**src/rtl/dds_mixer.sv**
```systemverilog
// Multi-channel DDS tone mixer: walks each channel's phase accumulator through a
// shared waveform ROM, scales by per-channel gain, sums and saturates per tick.
module dds_mixer #(
    parameter int PHASE_W = 16,
    parameter int ADDR_W  = 10,
    parameter int DATA_W  = 10,
    parameter int NCH     = 2,
    parameter int ROM_LAT = 1
) (
    input  logic                     clock,
    input  logic                     reset_n,
    input  logic                     tick,
    input  logic [NCH-1:0]           ch_en,
    input  logic [NCH*PHASE_W-1:0]   phase_inc,
    input  logic [NCH*8-1:0]         gain,
    output logic [ADDR_W-1:0]        rom_addr,
    input  logic [DATA_W-1:0]        rom_q,
    output logic [DATA_W-1:0]        sample_out,
    output logic                     sample_valid,
    output logic                     busy,
    output logic                     overrun
);

    localparam int KW    = (NCH > 1) ? $clog2(NCH) : 1;
    localparam int CW    = (ROM_LAT > 1) ? $clog2(ROM_LAT) : 1;
    localparam int ACC_W = DATA_W + $clog2(NCH) + 1;
    localparam int PW    = DATA_W + 10;

    localparam logic [2:0] S_IDLE = 3'd0;
    localparam logic [2:0] S_ADDR = 3'd1;
    localparam logic [2:0] S_WAIT = 3'd2;
    localparam logic [2:0] S_MAC  = 3'd3;
    localparam logic [2:0] S_OUT  = 3'd4;

    localparam logic signed [ACC_W:0] HALF_Y = (ACC_W+1)'(2**(DATA_W-1));
    localparam logic signed [ACC_W:0] MAX_Y  = (ACC_W+1)'(2**DATA_W - 1);
    localparam logic [DATA_W-1:0]     SILENCE = DATA_W'(2**(DATA_W-1));

    logic [2:0]               state_q, state_d;
    logic [KW-1:0]            k_q, k_d;
    logic [CW-1:0]            cnt_q, cnt_d;
    logic signed [ACC_W-1:0]  acc_q, acc_d;
    logic [PHASE_W-1:0]       phase_q [NCH];
    logic [PHASE_W-1:0]       phase_d [NCH];
    logic [7:0]               gain_q, gain_d;
    logic                     en_q, en_d;
    logic [ADDR_W-1:0]        rom_addr_q, rom_addr_d;
    logic [DATA_W-1:0]        sample_q, sample_d;
    logic                     valid_q, valid_d;
    logic                     busy_q, busy_d;
    logic                     overrun_q, overrun_d;

    logic signed [DATA_W:0]   s;
    logic signed [PW-1:0]     s_x, g_x, prod;
    logic signed [ACC_W-1:0]  p;
    logic signed [ACC_W:0]    y;
    logic [DATA_W-1:0]        y_sat;

    // Offset binary to two's complement is an MSB flip, then sign-extend one bit.
    always_comb begin
        s     = {~rom_q[DATA_W-1], ~rom_q[DATA_W-1], rom_q[DATA_W-2:0]};
        s_x   = {{(PW-DATA_W-1){s[DATA_W]}}, s};
        g_x   = {{(PW-8){1'b0}}, gain_q};
        prod  = s_x * g_x;
        p     = ACC_W'(prod >>> 8);
        y     = {acc_q[ACC_W-1], acc_q} + HALF_Y;
        if (y[ACC_W])
            y_sat = '0;
        else if (y > MAX_Y)
            y_sat = '1;
        else
            y_sat = y[DATA_W-1:0];
    end

    always_comb begin
        state_d    = state_q;
        k_d        = k_q;
        cnt_d      = cnt_q;
        acc_d      = acc_q;
        gain_d     = gain_q;
        en_d       = en_q;
        rom_addr_d = rom_addr_q;
        sample_d   = sample_q;
        valid_d    = 1'b0;
        busy_d     = busy_q;
        overrun_d  = overrun_q | (tick & busy_q);
        for (int unsigned i = 0; i < NCH; i++)
            phase_d[i] = phase_q[i];

        case (state_q)
            S_IDLE: begin
                if (tick) begin
                    state_d = S_ADDR;
                    k_d     = '0;
                    acc_d   = '0;
                    busy_d  = 1'b1;
                end
            end
            S_ADDR: begin
                rom_addr_d = phase_q[k_q][PHASE_W-1 -: ADDR_W];
                if (ch_en[k_q])
                    phase_d[k_q] = phase_q[k_q] + phase_inc[int'(k_q)*PHASE_W +: PHASE_W];
                gain_d  = gain[int'(k_q)*8 +: 8];
                en_d    = ch_en[k_q];
                cnt_d   = '0;
                state_d = S_WAIT;
            end
            S_WAIT: begin
                if (cnt_q == CW'(ROM_LAT-1))
                    state_d = S_MAC;
                else
                    cnt_d = cnt_q + CW'(1);
            end
            S_MAC: begin
                if (en_q)
                    acc_d = acc_q + p;
                if (k_q == KW'(NCH-1)) begin
                    state_d = S_OUT;
                end else begin
                    k_d     = k_q + KW'(1);
                    state_d = S_ADDR;
                end
            end
            S_OUT: begin
                sample_d = y_sat;
                valid_d  = 1'b1;
                busy_d   = 1'b0;
                state_d  = S_IDLE;
            end
            default: state_d = S_IDLE;
        endcase
    end

    always_ff @(posedge clock) begin
        if (!reset_n) begin
            state_q    <= S_IDLE;
            k_q        <= '0;
            cnt_q      <= '0;
            acc_q      <= '0;
            gain_q     <= '0;
            en_q       <= 1'b0;
            rom_addr_q <= '0;
            sample_q   <= SILENCE;
            valid_q    <= 1'b0;
            busy_q     <= 1'b0;
            overrun_q  <= 1'b0;
            for (int unsigned i = 0; i < NCH; i++)
                phase_q[i] <= '0;
        end else begin
            state_q    <= state_d;
            k_q        <= k_d;
            cnt_q      <= cnt_d;
            acc_q      <= acc_d;
            gain_q     <= gain_d;
            en_q       <= en_d;
            rom_addr_q <= rom_addr_d;
            sample_q   <= sample_d;
            valid_q    <= valid_d;
            busy_q     <= busy_d;
            overrun_q  <= overrun_d;
            for (int unsigned i = 0; i < NCH; i++)
                phase_q[i] <= phase_d[i];
        end
    end

    assign rom_addr     = rom_addr_q;
    assign sample_out   = sample_q;
    assign sample_valid = valid_q;
    assign busy         = busy_q;
    assign overrun      = overrun_q;

endmodule

```
**config.mk**
```make
export PLATFORM = sky130hd
export DESIGN_NAME = dds_mixer
export DESIGN_NICKNAME = d
export VERILOG_FILES = /design/src/rtl/dds_mixer.sv
export SDC_FILE = /design/constraint.sdc
export NUM_CORES = 1
export LEC_CHECK = 0
export ABC_AREA = 1
export BUFFER_PORTS_ARGS = -buffer_cell sky130_fd_sc_hd__buf_4
export CAP_MARGIN = 20
export CELL_PAD_IN_SITES_DETAIL_PLACEMENT = 0
export CELL_PAD_IN_SITES_GLOBAL_PLACEMENT = 1
export CORE_MARGIN = 1
export CORE_UTILIZATION = 35
export CTS_CLUSTER_DIAMETER = 80
export DETAILED_ROUTE_END_ITERATION = 8
export PLACE_DENSITY = 0.67
export SLEW_MARGIN = 20
export SYNTH_ARGS = -nofsm -noshare
export SYNTH_HDL_FRONTEND = slang
export SYNTH_SLANG_ARGS = --single-unit
```
**constraint.sdc**
```tcl
create_clock -name clock -period 10.97 [get_ports clock]
set_input_delay 1.097 -clock clock [delete_from_list [all_inputs] [get_ports clock]]
set_output_delay 1.097 -clock clock [all_outputs]
set_load 0.05 [all_outputs]
```
==> flow_metrics.env <==
export IMPL_cpLargestDelayFamily="adder cells"
export IMPL_synthToLayoutAreaGrowth_pct=14.27
export IMPL_synth_edf_count=0
export IMPL_intPower_uw=727.0
export IMPL_skew_ns=0.009468
export IMPL_grt_max_degree=33
export IMPL_grt_antenna_before_repair=0
export IMPL_r2r_start="gain_q[3]$_SDFFE_PN0N_"
export IMPL_cp_startpoint="rom_q[9]"
export IMPL_grt_overflow_total=0
export IMPL_maxSlewHeadroom=0.3193
export IMPL_multiInputGateArea_um2=5085
export IMPL_final_cell_mix="269 x nand2_1, 219 x inv_1, 93 x a21oi_1, 88 x buf_4, 81 x dfxtp_1"
export IMPL_start_kind="input port"
export IMPL_met3WireLength_um=475
export IMPL_fmax_mhz=162.4
export IMPL_drc=0
export IMPL_status="finished clean"
export IMPL_combPwrFrac=0.491
export IMPL_cts_htree_levels=3
export IMPL_die_h_um=151.3
export IMPL_design_core_area_um2=21820
export IMPL_gp_congestion=0.7925
export IMPL_dr_first_iter_drc_count=249
export IMPL_cp_endpoint="acc_q[11]$_SDFFE_PN0P_"
export IMPL_path_class="in2reg"
export IMPL_vias_per_cell=4.713
export IMPL_powerDensity_nw_per_um2=144.0
export IMPL_grt_pass1_wl_um=33710
export IMPL_die_width_um=151.3
export IMPL_tritoncts="done"
export IMPL_required_ns=11.23
export IMPL_r2r_slack_ns=4.93
export IMPL_crit_top_cell="inv_1"
export IMPL_max_slew_worst_pin_slew_ns=1.020
export IMPL_syn_area_um2=7802
export IMPL_grt_setup_unrepaired="false"
export IMPL_clock_latency_ns=0.35
export IMPL_ctsResizeCount=0
export IMPL_ys_top_cells_by_area="dfxtp_1 21%, fa_1 17%, nand2_1 13%"
export IMPL_dr_wl_met2_um=9299
export IMPL_syn_instance_count=1110
export IMPL_arrival_ns=6.42
export IMPL_grt_pass1_vias=6878
export IMPL_post_cts_buffers=0
export IMPL_grtUsageTotal=0.1876
export IMPL_p_sw_uw=557.1
export IMPL_clockBufferDepth=2
export IMPL_cp_slowest_stage_delay_ns=0.55
export IMPL_final_util=0.4086
export IMPL_root_buffer="clkbuf_16"
export IMPL_switching_share=0.4339
export IMPL_drive_above_1_share=0.1220
export IMPL_synth_async_reset_ratio=0
export IMPL_wirelength_um=19350
export IMPL_detail_route_antenna_nets=0
export IMPL_r2r_worst_path_cells=29
export IMPL_fin_crit_ns=6.158
export IMPL_synth_distinct_cells=47
export IMPL_dp_hpwl_um=15150
export IMPL_dr_pass1_iters=4
export IMPL_endpoint_kind="flop"
export IMPL_drv_slew=0
export IMPL_met1_length_um=9399
export IMPL_tns_ns=0
export IMPL_top_layer_used="met4"
export IMPL_cts_sinks=81
export IMPL_ys_warn_count=0
export IMPL_peakVddDrop_uv=78.02
export IMPL_vias=6844
export IMPL_yosysSeqAreaShare=0.2078
export IMPL_placementRows=54
export IMPL_clkPwrFrac=0.254
export IMPL_hold_viol=0
export IMPL_cts_hold_fix_buffers=0
export IMPL_final_period_utilization=0.5614
export IMPL_io_pins=86
export IMPL_diodes=0
export IMPL_final_cells=1452
export IMPL_rr_endpoint="acc_q[11]$_SDFFE_PN0P_"
export IMPL_path_buf_inv=7
export IMPL_hp_start="phase_q[0][0]$_SDFFE_PN0P_"
export IMPL_synth_top_area_share=0.2078
export IMPL_ys_seq_elements=81
export IMPL_final_nets=1359
export IMPL_n_fill_cell=2403
export IMPL_cp_slowest_cell="fa_1"
export IMPL_seqPwrFrac=0.255
export IMPL_preCtsSetupSlack_ns=4.468
export IMPL_cts_clk_slew_worst_paths_ns=0.07
export IMPL_cp_depth=29
export IMPL_placedCellCount=1436
export IMPL_ys_flop_type="dfxtp_1"
export IMPL_max_cap_violations=0
export IMPL_setup_violations=0
export IMPL_final_common_cell="nand2_1"
export IMPL_cp_max_fo=8
export IMPL_initial_core_util=0.3575
export IMPL_finalPower_uw=1284
export IMPL_yosysTopAreaCell="dfxtp_1"
export IMPL_dieArea_um2=22890
export IMPL_layout_setup_ws_ns=4.812
export IMPL_syn_num_nets=1302
export IMPL_io_buffers=85
export IMPL_regArea_um2=1622
export IMPL_avgSynthCellArea_um2=7.029
export IMPL_hold_path_class="reg2reg"
export IMPL_wl_per_cell_um=13.32
export IMPL_cts_made_buffers=9
export IMPL_leakagePower_uw=0.004770
-- metrics by stage --
step,cell area (um^2),hold slack [ns]
finish,8916,0.4574
global route,8916,0.4806
CTS,8916,0.4582
detailed placement,8607,0.4496
global placement,8607,0.4405
floorplan,7802,0.4252
-- worst register-to-register path: cells and delay by family (launching register included) --
kind | cells | cell delay [ns]
compound gates | 9 | 1.25
xor+xnor | 1 | 0.13
fa+ha+maj | 6 | 2.77
buf+inv | 7 | 0.46
flops | 1 | 0.69
simple gates | 6 | 0.64
-- sequential cells by signal (all words and copies together), names as in the netlist, named ones only --
name and count:
phase_q 32, acc_q 12, rom_addr 10, sample_out 10
gain_q 8, state_q 3, busy 1, en_q 1
k_q 1, overrun 1, sample_valid 1
-- cells by family after synthesis --
kind of cell | count (synthesis) | share of synthesized area
AND/OR/NAND/NOR | 389 | 0.2073
adder cells (fa/ha/maj) | 129 | 0.2713
multiplexers | 3 | 0.004329
buffers and inverters | 279 | 0.1405
flip-flops | 81 | 0.2078
AO/OA/AOI/OAI | 207 | 0.1440
XOR/XNOR | 22 | 0.02469
-- power groups by stage --
stage	Clock (uW)	Combinational [uW]	Sequential, uW
global route	349	748	330
CTS	340	643	328
floorplan	0	499	325
finish	326	630	328
global placement	0	639	335
detailed placement	0	640	335
-- routing by layer --
metal	vias up	global-route usage
met5	-	0
met4	0	0.03900
met3	11	0.02078
met2	86	0.3272
met1	3187	0.2478
li1	3560	-
-- cells in the mapped netlist (all sizes together), types with 2 or more instances --
| cell type | instances |
|---|---|
| nor2 | 54 |
| fa | 67 |
| nand3 | 35 |
| buf | 9 |
| mux2 | 3 |
| o211ai | 8 |
| a21o | 8 |
| a21boi | 4 |
| nor4 | 2 |
| xor2 | 12 |
| or2 | 3 |
| dfxtp | 81 |
| o21ai | 76 |
| nand4 | 6 |
| clkbuf | 32 |
| a31oi | 11 |
| xnor2 | 10 |
| nor3 | 7 |
| ha | 62 |
| nand2 | 278 |
| nand3b | 3 |
| inv | 236 |
| a21oi | 94 |
| o22ai | 2 |
-- cell type report --
| type | instances | area share |
|---|---|---|
| Multi-Input combinational cell | 750 | 0.5703 |
| Tap cell | 280 | 0.03929 |
| Inverter | 237 | 0.09978 |
| Sequential cell | 81 | 0.1819 |
| Timing Repair Buffer | 88 | 0.07409 |
| Clock buffer | 9 | 0.02526 |
| Clock inverter | 7 | 0.009402 |
-- worst min path at each step --
stage                                  to  slack (ns)  cells past startpoint
4_1_cts        phase_q[0][0]$_SDFFE_PN0P_        0.46                      2
3_3_place_gp   phase_q[0][0]$_SDFFE_PN0P_        0.44                      2
5_1_grt        phase_q[0][0]$_SDFFE_PN0P_        0.48                      2
3_5_place_dp   phase_q[0][0]$_SDFFE_PN0P_        0.45                      2
2_1_floorplan  phase_q[0][0]$_SDFFE_PN0P_        0.43                      2
6_report       phase_q[0][0]$_SDFFE_PN0P_        0.46                      2
Note: power is estimated with default switching activity, not from simulation.
